[src/rtl/station_aggregator.sv]
// Collects per-station percentage_stored reports over one frame and publishes network totals R and G.
// Optional watchdog enabled by defining AGG_TIMEOUT_EN.
module station_aggregator #(
   parameter int MAX_STATIONS   = 16,
   parameter int ID_W           = 8,
   parameter int INT            = 31,
   parameter int TIMEOUT_CYCLES = 1024
) (
   input  logic            clk,
   input  logic            rst_n,
   input  logic            frame_start,
   input  logic            in_valid,
   output logic            in_ready,
   input  logic [ID_W-1:0] in_station_id,
   input  logic [INT:0]    in_percentage,
   input  logic            in_last,
   output logic [INT:0]    total_percentage_stored,
   output logic [INT:0]    number_of_stations,
   output logic            out_valid,
   output logic            dup_error,
   output logic            empty_frame,
   output logic            timeout
);

   localparam logic [1:0] ST_IDLE    = 2'd0;
   localparam logic [1:0] ST_COLLECT = 2'd1;
   localparam logic [1:0] ST_PUBLISH = 2'd2;
   localparam int BM_W = (MAX_STATIONS > 1) ? $clog2(MAX_STATIONS) : 1;
   localparam logic [ID_W:0] ID_LIMIT = (ID_W+1)'(MAX_STATIONS);

   function automatic logic [INT:0] sat_add(input logic [INT:0] a, input logic [INT:0] b);
      logic [INT+1:0] sum;
      sum = {1'b0, a} + {1'b0, b};
      if (sum[INT+1]) begin
         sat_add = {(INT+1){1'b1}};
      end else begin
         sat_add = sum[INT:0];
      end
   endfunction

   logic [1:0]              state_r;
   logic                    in_ready_r;
   logic [INT:0]            acc_r;
   logic [INT:0]            count_r;
   logic [MAX_STATIONS-1:0] seen_r;
   logic [INT:0]            r_r;
   logic [INT:0]            g_r;
   logic                    out_valid_r;
   logic                    dup_error_r;
   logic                    empty_frame_r;
   logic                    timeout_r;

   logic [1:0]              state_s;
   logic [INT:0]            acc_s;
   logic [INT:0]            count_s;
   logic [MAX_STATIONS-1:0] seen_s;
   logic [INT:0]            r_s;
   logic [INT:0]            g_s;
   logic                    out_valid_s;
   logic                    dup_error_s;
   logic                    empty_frame_s;
   logic                    timeout_s;
   logic                    clear_s;
   logic                    accept_s;
   logic                    drop_s;
   logic [BM_W-1:0]         idx_s;
   logic                    wd_fire_s;

   assign accept_s = in_valid && in_ready_r;
   assign idx_s    = in_station_id[BM_W-1:0];
   assign drop_s   = ({1'b0, in_station_id} >= ID_LIMIT) || seen_r[idx_s];

`ifdef AGG_TIMEOUT_EN
   localparam int WD_W = $clog2(TIMEOUT_CYCLES + 1);
   logic [WD_W-1:0] wd_r;

   // Watchdog counts consecutive COLLECT cycles without an accepted beat.
   always_ff @(posedge clk or negedge rst_n) begin
      if (!rst_n) begin
         wd_r <= '0;
      end else if ((state_r != ST_COLLECT) || frame_start || accept_s) begin
         wd_r <= '0;
      end else begin
         wd_r <= wd_r + WD_W'(1);
      end
   end

   assign wd_fire_s = (state_r == ST_COLLECT) && !frame_start && !accept_s &&
                      (wd_r == WD_W'(TIMEOUT_CYCLES - 1));
`else
   logic timeout_unused_s;
   assign timeout_unused_s = (TIMEOUT_CYCLES == 0);
   assign wd_fire_s        = 1'b0;
`endif

   // Next-state and datapath updates for the frame controller.
   always_comb begin
      state_s       = state_r;
      acc_s         = acc_r;
      count_s       = count_r;
      seen_s        = seen_r;
      r_s           = r_r;
      g_s           = g_r;
      dup_error_s   = dup_error_r;
      timeout_s     = timeout_r;
      out_valid_s   = 1'b0;
      empty_frame_s = 1'b0;
      clear_s       = 1'b0;
      case (state_r)
         ST_IDLE: begin
            if (frame_start) begin
               state_s = ST_COLLECT;
               clear_s = 1'b1;
            end else begin
               state_s = ST_IDLE;
            end
         end
         ST_COLLECT: begin
            if (frame_start) begin
               state_s = ST_COLLECT;
               clear_s = 1'b1;
            end else if (accept_s) begin
               if (drop_s) begin
                  dup_error_s = 1'b1;
               end else begin
                  acc_s         = sat_add(acc_r, in_percentage);
                  count_s       = count_r + (INT+1)'(1);
                  seen_s[idx_s] = 1'b1;
               end
               if (in_last) begin
                  state_s = ST_PUBLISH;
               end else begin
                  state_s = ST_COLLECT;
               end
            end else if (wd_fire_s) begin
               state_s   = ST_PUBLISH;
               timeout_s = 1'b1;
            end else begin
               state_s = ST_COLLECT;
            end
         end
         ST_PUBLISH: begin
            if (count_r != '0) begin
               r_s         = acc_r;
               g_s         = count_r;
               out_valid_s = 1'b1;
            end else begin
               empty_frame_s = 1'b1;
            end
            if (frame_start) begin
               state_s = ST_COLLECT;
               clear_s = 1'b1;
            end else begin
               state_s = ST_IDLE;
            end
         end
         default: begin
            state_s = ST_IDLE;
         end
      endcase
      // Frame entry (including abort) wipes all per-frame state; any beat this cycle is lost.
      if (clear_s) begin
         acc_s       = '0;
         count_s     = '0;
         seen_s      = '0;
         dup_error_s = 1'b0;
         timeout_s   = 1'b0;
      end else begin
         state_s = state_s;
      end
   end

   // State and output registers.
   always_ff @(posedge clk or negedge rst_n) begin
      if (!rst_n) begin
         state_r       <= ST_IDLE;
         in_ready_r    <= 1'b0;
         acc_r         <= '0;
         count_r       <= '0;
         seen_r        <= '0;
         r_r           <= '0;
         g_r           <= (INT+1)'(1);
         out_valid_r   <= 1'b0;
         dup_error_r   <= 1'b0;
         empty_frame_r <= 1'b0;
         timeout_r     <= 1'b0;
      end else begin
         state_r       <= state_s;
         in_ready_r    <= (state_s == ST_COLLECT);
         acc_r         <= acc_s;
         count_r       <= count_s;
         seen_r        <= seen_s;
         r_r           <= r_s;
         g_r           <= g_s;
         out_valid_r   <= out_valid_s;
         dup_error_r   <= dup_error_s;
         empty_frame_r <= empty_frame_s;
         timeout_r     <= timeout_s;
      end
   end

   assign in_ready                = in_ready_r;
   assign total_percentage_stored = r_r;
   assign number_of_stations      = g_r;
   assign out_valid               = out_valid_r;
   assign dup_error               = dup_error_r;
   assign empty_frame             = empty_frame_r;
   assign timeout                 = timeout_r;

endmodule

[config.mk]
export PLATFORM = sky130hd
export DESIGN_NAME = station_aggregator
export DESIGN_NICKNAME = d
export VERILOG_FILES = /design/src/rtl/station_aggregator.sv
export SDC_FILE = /design/constraint.sdc
export NUM_CORES = 1
export LEC_CHECK = 0
export ABC_AREA = 1
export CORE_MARGIN = 2
export CORE_UTILIZATION = 55
export CTS_BUF_LIST = sky130_fd_sc_hd__clkbuf_16
export DETAILED_ROUTE_END_ITERATION = 10
export PLACE_DENSITY = 0.78
export SETUP_SLACK_MARGIN = 0.5
export SLEW_MARGIN = 5
export SYNTH_ARGS = -nofsm -noshare
export SYNTH_HDL_FRONTEND = slang
export SYNTH_SLANG_ARGS = --single-unit
[constraint.sdc]
create_clock -name clk -period 2.6 [get_ports clk]
set_clock_uncertainty 0.05 [all_clocks]
set_input_delay 0.39 -clock clk [delete_from_list [all_inputs] [get_ports clk]]
set_output_delay 0.39 -clock clk [all_outputs]
set_load 0.05 [all_outputs]
==> out/metrics.cfg <==
[logic_synthesis]
synthesis.area_um2=9900
ys_warn_count=0
yosysUniqueCellTypes=31
synth_flop_cell=dfrtp_1
syn-instance-count=1532
syn_nets=1612
ys_ff_latch=150
synth_top_area_frac=0.377
avgSynthCellArea_um2=6.46
synth_edf_count=0
async_reset_ff_frac=1.00
yosysTopAreaCell=dfrtp_1
synth_area_leaders=dfrtp_1, nand2_1, nand3_1
ys_seq_area_frac=0.379

[clock_tree]
cts.path.max_buffers=2
cts_root_buf=clkbuf_16
clk_latency_ns=0.43
cts_buffers=17
cts_tree=yes
numClockSinks=150
path_clk_slew_ns=0.06
htreeDepth=4

[layout]
filler_cell_count=1489
antennaDiodeCount=0
nets=1739
final_common_cell=nand2_1
final_layout_size_suffix_gt1_frac=0.103
mostFrequentLayoutCells=nand2_1, inv_1, nand3_1
area_growth_pct=29.0

[floorplanning]
dieArea_um2=19100
rows=49
dieHeight_um=138
core_area_um2=17800
initial_core_util=0.555
die_width_um=138
ioPinCount=114

[drt]
wl_met2_um=13200
wl_met1_um=13500
first_iter_violations=788
wl_per_cell_um=15.3
top_layer=met4
drtPass1Iterations=5
ant_nets=0
dr_total_vias=10000
wl_met3_um=1900
drc=0
viasPerCell=5.27
wl_um=29200

[job]
cap_violations=0

[placement]
place_ws_ns=-0.0774
gp_congestion=0.952
dp_hpwl_um=20900
portBuffers=112

[grt]
first_global_vias=9569
grt-ovfl-total=0
track_usage=0.308
antenna_found_initial=0
grt_max_degree=55
grt_pass1_wl_um=48000

[setup_path]
cp-startpoint=acc_r[0]
critPathLaunchType=register
critPathKind=register to register
worst_ep_required_time_ns=2.87
r2r_start=acc_r[0]
crit_arrival_ns=2.45
crit_fanout=5
worstSetupEndpointType=register

[timing]
setup_viol=0
hold_viol_final=0
finalMaxSlewViolations=0
slew_headroom=0.614
rsz0062_at_grt=true
post-route-min-period_ns=2.19
fin_crit_sh=0.841
worst_pin_slew_ns=0.582
fmax_mhz=457
holdWs_ns=0.333
setup_ws_ns=0.414

[pwr]
power_w=0.00793
p_per_area_nw_per_um2=621
worst_ir_drop_vdd_mv=0.535
power.leakage_nw=6.99

[hold_path]
hp-class=input pin to register
min_from=in_percentage[0]

[outcome]
status=completed

[flip-flops by register name, indices dropped and copies added, names as in the netlist]
name                     count
acc_r                       32
count_r                     32
number_of_stations          32
total_percentage_stored     32
seen_r                      16
state_r                      2
dup_error                    1
empty_frame                  1
in_ready                     1
out_valid                    1
[report_power, final]
group | leakage (nW) | internal (W) | switching, W
combinational | 4.62 | 0.000804 | 0.00174
clock | 0.306 | 0.00154 | 0.00111
sequential | 2.07 | 0.00254 | 0.000194
[kinds of logic (layout without fill, tap and decap cells)]
family | count (synthesis) | in the layout | share of synthesized area
buffers and inverters | 246 | 386 | 0.0971
AND/OR/NAND/NOR | 1006 | 1006 | 0.418
flip-flops | 150 | 150 | 0.379
adder cells (fa/ha/maj) | 35 | 35 | 0.0450
XOR/XNOR | 30 | 30 | 0.0265
AO/OA/AOI/OAI | 64 | 64 | 0.0334
other | 1 | 1 | 0.000379
[area by class of cell]
cell class                 instances  area [um^2]  share of cell area
clock buffer                      17          425              0.0333
tap                              229          287              0.0224
timing repair buffer             161         1700               0.133
sequential                       150         3760               0.295
inverter                         193          724              0.0567
multi-input combinational       1136         5670               0.444
clock inverter                    15          193              0.0151
[path summary, 6_finish.rpt]
check | endpoint | slack [ns] | depth (start not counted)
max | acc_r[15] | 0.41 | 14
min | acc_r[0] | 0.33 | 4
max reg2reg | acc_r[15] | 0.41 | 14
min reg2reg | number_of_stations[21] | 0.42 | 2
max in group asynchronous | number_of_stations[0] | 1.30 | 3
min in group asynchronous | acc_r[27] | 0.44 | 2
[routing by layer]
metal	global-route usage	vias to the layer above
met5	0	-
met4	0.0994	0
met3	0.0513	45
met2	0.486	360
met1	0.435	4585
li1	-	5032
[worst max-delay path: stages, from the launching register on]
cell and delay (ns):
dfrtp_1 0.39, ha_2 0.21, fa_2 0.35, nand3_2 0.08, nand3_2 0.07, nand2_2 0.07, nand2_2 0.05, nand2_2 0.07
nand2_4 0.07, a21oi_4 0.17, buf_6 0.15, clkbuf_16 0.16, nand2_2 0.05, nand2_1 0.06, nand2_1 0.05
[through the flow]
step,cells,util,cell area [um^2],setup TNS (ns)
floorplan,1532,-,9940,0
global route,1901,0.716,12800,0
global placement,1854,0.644,11500,0
detailed placement,1854,0.644,11500,-1.16
CTS,1895,0.688,12300,0
finish,1901,0.716,12800,0
[Yosys cell counts (6+ instances only)]
master    number
buf_2         27
o21ai_0       20
xnor2_1        8
o21ai_1        6
buf_1          6
nand2_1      658
nor3_1        20
nor2_1       108
nand4_1       25
nand3_1      172
inv_1        187
dfrtp_1      149
inv_2          6
a21oi_1       33
ha_1          34
and2_1         7
clkbuf_1      19
xor2_1        22
[repair_timing]
action / in CTS / in global routing
setup endpoints to repair: 35 / 106
gates resized for setup: 18 / 79
hold endpoints to repair: 52 / 0
hold buffers: 1 / 0
pin swaps: 1 / 29
setup buffers: 7 / 4
cloned: 1 / 2
Power figures use the tool's default switching activity.
